File: config.mk
export PLATFORM = sky130hd
export DESIGN_NAME = ser_tx_packer
export DESIGN_NICKNAME = d
export VERILOG_FILES = /design/src/rtl/ser_pkg.sv /design/src/rtl/ser_fifo.sv /design/src/rtl/ser_tx_packer.sv
export SDC_FILE = /design/constraint.sdc
export NUM_CORES = 1
export LEC_CHECK = 0
export ABC_CLOCK_PERIOD_IN_PS = 3400
export CAP_MARGIN = 10
export CORE_ASPECT_RATIO = 1.5
export CORE_MARGIN = 3
export CORE_UTILIZATION = 30
export DETAILED_ROUTE_END_ITERATION = 7
export GPL_ROUTABILITY_DRIVEN = 0
export PLACE_DENSITY_LB_ADDON = 0.15
export SYNTH_ARGS = -nofsm -noshare
export SYNTH_HDL_FRONTEND = slang
export SYNTH_HIERARCHICAL = 1
export SYNTH_SLANG_ARGS = --single-unit
File: constraint.sdc
create_clock -name clk -period 3.4 [get_ports clk]
set_input_delay 0.68 -clock clk [delete_from_list [all_inputs] [get_ports clk]]
set_output_delay 0.68 -clock clk [all_outputs]
set_load 0.05 [all_outputs]
File: src/rtl/ser_pkg.sv
// Shared types for the serial packer: FSM state encoding and word type.
// Latency: n/a (types and constants only).
// Backpressure: n/a.
package ser_pkg;

    localparam int WORD_W = 32;

    typedef logic [WORD_W-1:0] word_t;

    typedef enum logic [1:0] {
        IDLE  = 2'd0,
        SHIFT = 2'd1,
        GAP   = 2'd2
    } state_t;

endpackage

File: src/rtl/ser_fifo.sv
// Small synchronous FIFO holding whole words ahead of the serialiser.
// Latency: a pushed word is visible at dout/empty one edge after the push.
// Backpressure: full is a flop; callers must gate push with !full. Flush wins over push/pop.
module ser_fifo #(
    parameter int DEPTH = 2,
    parameter int W     = 32
) (
    input  logic         clk,
    input  logic         rst,
    input  logic         push,
    input  logic [W-1:0] din,
    input  logic         pop,
    input  logic         flush,
    output logic         full,
    output logic         empty,
    output logic         empty_nxt,
    output logic [W-1:0] dout
);

    localparam int AW = (DEPTH > 1) ? $clog2(DEPTH) : 1;
    localparam int CW = $clog2(DEPTH + 1);

    logic [W-1:0]  mem_q [DEPTH];
    logic [AW-1:0] wr_ptr_q, wr_ptr_d;
    logic [AW-1:0] rd_ptr_q, rd_ptr_d;
    logic [CW-1:0] cnt_q, cnt_d;
    logic          full_q, full_d;
    logic          empty_q, empty_d;

    // Next pointers and occupancy; a flush empties everything at once.
    always_comb begin
        wr_ptr_d = wr_ptr_q;
        rd_ptr_d = rd_ptr_q;
        cnt_d    = cnt_q;
        if (flush) begin
            wr_ptr_d = '0;
            rd_ptr_d = '0;
            cnt_d    = '0;
        end else begin
            if (push) wr_ptr_d = wr_ptr_q + 1'b1;
            if (pop)  rd_ptr_d = rd_ptr_q + 1'b1;
            case ({push, pop})
                2'b10:   cnt_d = cnt_q + 1'b1;
                2'b01:   cnt_d = cnt_q - 1'b1;
                default: cnt_d = cnt_q;
            endcase
        end
        full_d  = (cnt_d == CW'(DEPTH));
        empty_d = (cnt_d == '0);
    end

    // Pointer, count and status flags.
    always_ff @(posedge clk or negedge rst) begin
        if (!rst) begin
            wr_ptr_q <= '0;
            rd_ptr_q <= '0;
            cnt_q    <= '0;
            full_q   <= 1'b0;
            empty_q  <= 1'b1;
        end else begin
            wr_ptr_q <= wr_ptr_d;
            rd_ptr_q <= rd_ptr_d;
            cnt_q    <= cnt_d;
            full_q   <= full_d;
            empty_q  <= empty_d;
        end
    end

    // Word storage; contents need no reset because empty guards every read.
    always_ff @(posedge clk) begin
        if (push && !flush) mem_q[wr_ptr_q] <= din;
    end

    assign full      = full_q;
    assign empty     = empty_q;
    assign empty_nxt = empty_d;
    assign dout      = mem_q[rd_ptr_q];

endmodule

File: src/rtl/ser_tx_packer.sv
// Buffers parallel words and serialises each onto rx_data/rx_val, tagging bits with a word index.
// Latency: push at edge t0 into an idle, empty packer gives the first bit in the cycle after t0+1.
// Backpressure: in_ready = !full of the input FIFO; the serial side is never stalled.
module ser_tx_packer
    import ser_pkg::*;
#(
    parameter int DATA_W     = 32,
    parameter int MSB_FIRST  = 1,
    parameter int FIFO_DEPTH = 2,
    parameter int GAP_CYCLES = 0
) (
    input  logic              clk,
    input  logic              rst,
    input  logic [DATA_W-1:0] in_data,
    input  logic              in_valid,
    output logic              in_ready,
    input  logic              flush,
    output logic              rx_data,
    output logic              rx_val,
    output logic [31:0]       index,
    output logic              busy
);

    localparam int BCW = $clog2(DATA_W);

    state_t            state_q, state_d;
    logic [DATA_W-1:0] sr_q, sr_d;
    logic [BCW-1:0]    bit_cnt_q, bit_cnt_d;
    logic [3:0]        gap_cnt_q, gap_cnt_d;
    word_t             next_index_q, next_index_d;
    word_t             index_q, index_d;
    logic              rx_data_q, rx_data_d;
    logic              rx_val_q, rx_val_d;
    logic              busy_q, busy_d;

    logic              fifo_full, fifo_empty, fifo_empty_nxt;
    logic [DATA_W-1:0] fifo_dout;
    logic              push, pop, load;

    assign push = in_valid && !fifo_full;

    ser_fifo #(
        .DEPTH (FIFO_DEPTH),
        .W     (DATA_W)
    ) u_fifo (
        .clk       (clk),
        .rst       (rst),
        .push      (push),
        .din       (in_data),
        .pop       (pop),
        .flush     (flush),
        .full      (fifo_full),
        .empty     (fifo_empty),
        .empty_nxt (fifo_empty_nxt),
        .dout      (fifo_dout)
    );

    // Serialiser next state: shift a bit per cycle, insert gaps, reload from the FIFO head.
    always_comb begin
        state_d      = state_q;
        sr_d         = sr_q;
        bit_cnt_d    = bit_cnt_q;
        gap_cnt_d    = gap_cnt_q;
        next_index_d = next_index_q;
        index_d      = index_q;
        rx_data_d    = rx_data_q;
        rx_val_d     = rx_val_q;
        pop          = 1'b0;
        load         = 1'b0;

        if (flush) begin
            state_d   = IDLE;
            rx_val_d  = 1'b0;
            bit_cnt_d = '0;
            gap_cnt_d = '0;
        end else begin
            case (state_q)
                IDLE: begin
                    if (!fifo_empty) load = 1'b1;
                end
                SHIFT: begin
                    if (bit_cnt_q == BCW'(DATA_W - 1)) begin
                        if (GAP_CYCLES > 0) begin
                            state_d   = GAP;
                            rx_val_d  = 1'b0;
                            gap_cnt_d = '0;
                        end else if (!fifo_empty) begin
                            load = 1'b1;
                        end else begin
                            state_d  = IDLE;
                            rx_val_d = 1'b0;
                        end
                    end else begin
                        bit_cnt_d = bit_cnt_q + 1'b1;
                        if (MSB_FIRST != 0) begin
                            rx_data_d = sr_q[DATA_W-1];
                            sr_d      = sr_q << 1;
                        end else begin
                            rx_data_d = sr_q[0];
                            sr_d      = sr_q >> 1;
                        end
                    end
                end
                GAP: begin
                    if (gap_cnt_q == 4'(GAP_CYCLES - 1)) begin
                        if (!fifo_empty) load = 1'b1;
                        else             state_d = IDLE;
                    end else begin
                        gap_cnt_d = gap_cnt_q + 1'b1;
                    end
                end
                default: begin
                    state_d  = IDLE;
                    rx_val_d = 1'b0;
                end
            endcase

            // Pop the head, put its first bit on the wire and claim the next index.
            if (load) begin
                pop          = 1'b1;
                state_d      = SHIFT;
                rx_val_d     = 1'b1;
                bit_cnt_d    = '0;
                index_d      = next_index_q;
                next_index_d = next_index_q + 32'd1;
                if (MSB_FIRST != 0) begin
                    rx_data_d = fifo_dout[DATA_W-1];
                    sr_d      = fifo_dout << 1;
                end else begin
                    rx_data_d = fifo_dout[0];
                    sr_d      = fifo_dout >> 1;
                end
            end
        end

        busy_d = (state_d != IDLE) || !fifo_empty_nxt;
    end

    // All serialiser state and registered outputs.
    always_ff @(posedge clk or negedge rst) begin
        if (!rst) begin
            state_q      <= IDLE;
            sr_q         <= '0;
            bit_cnt_q    <= '0;
            gap_cnt_q    <= '0;
            next_index_q <= '0;
            index_q      <= '0;
            rx_data_q    <= 1'b0;
            rx_val_q     <= 1'b0;
            busy_q       <= 1'b0;
        end else begin
            state_q      <= state_d;
            sr_q         <= sr_d;
            bit_cnt_q    <= bit_cnt_d;
            gap_cnt_q    <= gap_cnt_d;
            next_index_q <= next_index_d;
            index_q      <= index_d;
            rx_data_q    <= rx_data_d;
            rx_val_q     <= rx_val_d;
            busy_q       <= busy_d;
        end
    end

    assign in_ready = !fifo_full;
    assign rx_data  = rx_data_q;
    assign rx_val   = rx_val_q;
    assign index    = index_q;
    assign busy     = busy_q;

endmodule

**Yosys cells after proc, flatten, opt, wreduce, memory -nomap -nowiden**

Memory sizes are Yosys's and may differ from the RTL's.
Cells that the tools add are included.
W data, S select, Z words.

- Register bits: 116
- RAM bits: 64
- Bits of input ports: 36
- Output and inout bits: 36
- Logic and storage cells: 95
- Memories kept: 1

Memories:

| name | words | bits a word | read ports | clocked after Yosys merged registers in | write ports | line | source |
|---|---|---|---|---|---|---|---|
| u_fifo.mem_q | 2 | 32 | 1 | 0 | 1 | ser_fifo.sv:23 | `logic [W-1:0] mem_q [DEPTH];` |

- Add/sub/neg operators: 7
- Eq/ne operators: 13
- Muxes and demuxes: 39
- Bitwise logic cells: 1
- Reduce and logical (&&, ||, !) cells: 20

Operators by type and width:

| operator | number |
|---|---|
| $mux W32 | 3 |
| $add A32 B1 Y32 const B | 1 |
| $mux W5 | 4 |
| $mux W1 | 19 |
| $mux W2 | 6 |
| $mux W4 | 3 |
| $reduce_bool A2 Y1 | 5 |
| $eq A2 B2 Y1 const B | 3 |
| $pmux W2 S3 | 1 |
| $reduce_and A2 Y1 | 3 |
| $reduce_and A3 Y1 | 2 |
| $add A5 B1 Y5 const B | 1 |
| $eq A5 B5 Y1 const B | 1 |
| $add A4 B1 Y4 const B | 1 |
| $eq A2 B1 Y1 const B | 2 |
| $eq A4 B4 Y1 const B | 1 |
| $logic_not A2 Y1 | 2 |
| $ne A4 B3 Y1 const B | 1 |
| $ne A4 B4 Y1 const B | 1 |
| $pmux W2 S2 | 1 |
| $logic_not A1 Y1 | 3 |
| $ne A3 B1 Y1 const B | 1 |
| $ne A3 B2 Y1 const B | 1 |
| $pmux W1 S3 | 1 |
| 11 further kinds | 13 |

**Longest topological paths before layout**

- Depth after elaboration: 12
- Depth in mapped cells: 14
- Mapped depth without buffers: 12

**Modules after synthesis**

Netlist, hierarchy kept.

By module, submodules not included:

| module | times used | cells an instance | area each (um^2) | seq. area each (um^2) |
|---|---|---|---|---|
| ser_tx_packer | 1 | 482 | 4906.0 | 2727.6 |
| ser_fifo | 1 | 129 | 2603.7 | 2073.2 |

**Least setup slack after synthesis**

No wires, ideal clock.

- Path kind: input-to-reg
- Start point: input in_valid
- End point: memory u_fifo.mem_q[1][0], enable pin
- Setup time: 0.468 ns
- Arrival time: 3.332 ns
- Data required time: 2.932 ns
- Setup slack: -0.400 ns
- Cell stages on the path: 3
- Path buffers: 0
- Cells stage by stage: nor2b_1 inv_1 nor3b_1

- Word-level cells in the longest chain between the ends: 4

RTL lines:

| what | line | source |
|---|---|---|
| start, declared | ser_tx_packer.sv:15 | `input logic in_valid,` |
| $logic_and A1 B1 Y1 | ser_tx_packer.sv:40 | `assign push = in_valid && !fifo_full;` |
| $logic_and A1 B1 Y1 | ser_fifo.sv:71 | `if (push && !flush) mem_q[wr_ptr_q] <= din;` |
| $mux W1 | ser_fifo.sv:71 |  |
| $mux W1 (implied by the code) | ser_fifo.sv:71 |  |
| end, declared | ser_fifo.sv:23 |  |

Every way passes these cells.

**Final worst setup path**

- Start point: register bit_cnt_q[0]
- End point: register busy_q (netlist: busy)

- Word-level cells in the longest chain between the ends: 12
- Elaborated cells on any way between the ends: 18
- Those cells by class: 3 x eq/ne; 11 x mux; 4 x reduce/logical

RTL lines:

| what | line | source |
|---|---|---|
| start, declared | ser_tx_packer.sv:28 | `logic [BCW-1:0] bit_cnt_q, bit_cnt_d;` |
| start signal, assigned | ser_tx_packer.sv:154 | `bit_cnt_q <= bit_cnt_d;` |
| $eq A5 B5 Y1 * | ser_tx_packer.sv:82 | `if (bit_cnt_q == BCW'(DATA_W - 1)) begin` |
| $mux W1 * | ser_tx_packer.sv:82 |  |
| $pmux W1 S3 * | ser_tx_packer.sv:77 | `case (state_q)` |
| $mux W1 * | ser_tx_packer.sv:71 | `if (flush) begin` |
| $mux W1 * | ser_tx_packer.sv:119 | `if (load) begin` |
| $mux W1 * | ser_tx_packer.sv:71 |  |
| $eq A2 B1 Y1 or $eq A2 B2 Y1 (tied branches) | ser_fifo.sv:42 | `case ({push, pop})` |
| $pmux W2 S2 * | ser_fifo.sv:42 |  |
| $mux W2 * | ser_fifo.sv:35 | `if (flush) begin` |
| $logic_not A2 Y1 * | ser_fifo.sv:49 | `empty_d = (cnt_d == '0);` |
| via fifo_empty_nxt | ser_tx_packer.sv:36 | `logic fifo_full, fifo_empty, fifo_empty_nxt;` |
| $logic_not A1 Y1 * | ser_tx_packer.sv:136 | `busy_d = (state_d != IDLE) \|\| !fifo_empty_nxt;` |
| $logic_or A1 B1 Y1 * | ser_tx_packer.sv:136 |  |
| via busy_d | ser_tx_packer.sv:34 | `logic busy_q, busy_d;` |
| end signal, assigned | ser_tx_packer.sv:160 | `busy_q <= busy_d;` |
| end, declared | ser_tx_packer.sv:34 |  |

The timed path passes the listed nets; every way through them passes the cells marked *. The select of a mux whose other input is x is not followed.
A chain may end at the register's enable or synchronous reset.

==> results.md <==
* Status: finished clean
* Die Ht at between 150 and 200 µm
* Clk network pwr share at about 33%
* IO Pins at 72
* Core area at between 20,000 and 25,000 µm²
* WL/cell at ~15 µm
* Setup bufs post-CTS at 0
* Commonest cells after routing, fill and taps aside: nand2_1 (146), dfrtp_1 (114), clkdlybuf4s50_1 (70)
* Sequential power share at 45.4%
* FP Rows at 70
* Multi-input logic area at approximately 2600 µm²
* Vias/cell at 4.52
* Nets at about 730
* Max clock buf depth at 2
* Post-CTS Resized at 0
* Crit-path cells: ha_1 -> and3_1 -> ha_1 -> nand2b_1 -> nand2_1 -> o21ai_2 -> inv_2 -> ha_1 -> or2b_1 -> o21ai_0 -> o211ai_1
* Switching fraction of total power at a little under a third
* Die area at about 27,000 µm²
* Max Cap Viol at 0
* Highest routed layer: met4
* Clk root buf: clkbuf_16
* DRC at 0
* Antenna Cells at 0
* Die width at 135 µm
* Initial antenna violation count at 0
* Starting density of the core at a little under a third
* Static leakage at 3.87 nW
* Synth-to-layout area growth at 22.8%
* Most used cell, CP: ha_1
* Fill cell count at about 2,400
* TritonCTS Buffers at 17
* Critical Path Start Type: flop
* Worst-path maximum fanout at 17
* Unrepaired setup endpoints after global routing: no
* Hold Path Class: in -> async
* Routed Antenna Nets at 0
* Mean Syn Cell Area at around 12 µm²
* CTS tree: done
* Synth warn at 6
* Most common cell after layout, fill and taps aside: nand2_1
* Switching pwr at around 0.0018 W
* Hold_buf cts at 0
* Vias in the first global route at a little over 5,000
* GRT Residual Overflow at 0
* Post-placement cell count at roughly 1,000
* Layout cells sized above 1 at 13.0%
* Slew headroom at around 39%
* Final Instance Count excl. Fillers at approximately 1,000
* Combinational share of power at roughly 22%
* Power Dens Cells at 645 nW/µm²
* Largest net degree at the start of global routing at between 60 and 70
* DR vias at around 4,600
* First-pass GRT wire length at ~26 mm
* Synth Flop Type: dfrtp_1
* Netlist cell types at 47
* Setup tns final at 0 ps
* Mapped Area at between 7000 and 8000 µm²
* Crit Path Class: reg -> reg
* Arrival time worst endpoint at 3010 ps
* # port buffers at 71
* Worst skew pair latency at between 400 and 500 ps
* Period Utilization, post-route at 80.1%
* Internal at 0.00410 W
* Final Slew Violations at 0
* Tmin final at ~2700 ps
* Max Fclk at ~0.37 GHz
* EDFF count, synth at 64
* Syn Nets at approximately 660
* Final wirelength at 15.8 mm
* Hold Slack at roughly 380 ps
* CTS H-tree lvls at 4
* Met1 wire length at approximately 6.6 mm
* Seq. cell area at between 4000 and 5000 µm²
* DRT Pass-1 Iters at 4
* Slowest stage cell, crit path: dfrtp_1
* Crit-path max cell delay at roughly 400 ps
* Sink Count at 179
* FF+latch count, synth at 179
* Post-Syn Instances at between 600 and 700
* Reg2reg path depth at 11
* Clock Pin Slew Worst Setup and Hold Paths at about 70 ps
* Post-synthesis sequential area ratio at between 60% and 70%
* CP Capture Type: flop
* Setup-failing EPs final at 0
* Post-DP HPWL at 10.5 mm
* CP Data Required Time at roughly 3700 ps
* GRT Util Overall at between 10 and 15%
* Final-report hold violation count at 0
* Pin slew with the least headroom to its limit at slightly above 900 ps
* Max Clock Skew at about 12 ps
* Initial DRC Count at between 100 and 150
* Metal3 WL at approximately 530 µm
* DR WL met2 at around 8.5 mm
* Peak VDD IR at about 330 µV
* Asr flop ratio synth at roughly 64%
[routing by layer]
layer / vias to the layer above / GRT usage (%)
li1: 2253 / -
met1: 2294 / 13.9
met2: 68 / 22.3
met3: 14 / 3.21
met4: 0 / 3.88
met5: - / 0
[state kept, by name (all words and copies together), names as in the netlist, 2 cells and up]
signal,flops
u_fifo/mem_q,64
sr_q,31
state_q,2
u_fifo/cnt_q,2
index,32
bit_cnt_q,5
gap_cnt_q,4
next_index_q,32
[synthesized netlist by cell type (6+ instances only)]
master / n / area, µm²
edfxtp_1: 64 / 1920
xor2_1: 19 / 166
and3_1: 8 / 50.1
nand3_1: 15 / 75.1
xnor2_1: 21 / 184
mux2i_1: 33 / 330
o21ai_1: 32 / 160
nand2_1: 146 / 548
a21oi_1: 7 / 35.0
nor2_1: 16 / 60.1
dfrtp_1: 114 / 2850
buf_2: 8 / 40.0
inv_1: 8 / 30.0
mux2_2: 32 / 360
o21ai_0: 6 / 30.0
nand4_1: 7 / 43.8
clkbuf_1: 9 / 33.8
nor3_1: 10 / 50.1
ha_1: 9 / 113
[power groups by stage]
stage	sequential [W]	combinational [W]	clock, W
2_1_floorplan	0.00284	0.000813	0
3_3_place_gp	0.00273	0.00130	0
3_5_place_dp	0.00275	0.00134	0
4_1_cts	0.00270	0.00134	0.00203
5_1_grt	0.00274	0.00145	0.00212
6_report	0.00270	0.00130	0.00195
[layout make-up]
class                      instances  area share [%]
clock buffer                      17            4.61
clock inverter                    15            1.72
inverter                          10           0.407
multi-input combinational        397            27.9
sequential                       179            52.0
tap                              324            4.40
timing repair buffer              81            8.90
[critical path: cells and delay by family (launching register included)]
family | cells | cell delay, ps
adders and majority gates | 3 | 810
and+or+nand+nor | 4 | 700
AOI/OAI and AO/OA | 3 | 500
DFF | 1 | 410
buffers and inverters | 1 | 170
[worst paths after layout]
check	to	start	slack (ps)
worst min register to register	next_index_q[31]$_DFFE_PN0P_	next_index_q[31]$_DFFE_PN0P_	470
worst min-delay path	index[22]$_DFFE_PN0P_	rst	380
worst max register to register	busy$_DFF_PN0_	bit_cnt_q[0]$_DFFE_PN0P_	680
worst max-delay path	busy$_DFF_PN0_	bit_cnt_q[0]$_DFFE_PN0P_	680
min in group clk	next_index_q[31]$_DFFE_PN0P_	next_index_q[31]$_DFFE_PN0P_	470
max in group asynchronous	next_index_q[7]$_DFFE_PN0P_	rst	2200
[cells by family (layout without fill, tap and decap cells)]
logic type               after synthesis  in the layout  share of synthesized area (%)
AO/OA/AOI/OAI                         54             54                           4.25
buffers and inverters                 35            123                           2.13
XOR/XNOR                              40             40                           4.67
flip-flops                           179            179                           63.9
AND/OR/NAND/NOR                      229            229                           14.3
multiplexers                          65             65                           9.20
adder cells (fa/ha/maj)                9              9                           1.50
[metrics by stage]
stage	cell area [µm²]	util (%)	setup slack [ps]	total power, W
floorplan	7520	-	579	0.00365
global placement	8640	35.2	481	0.00404
detailed placement	8640	35.2	435	0.00408
CTS	9220	37.6	643	0.00607
global route	9220	37.6	350	0.00631
finish	9220	37.6	677	0.00595
Power figures use the tool's default switching activity.
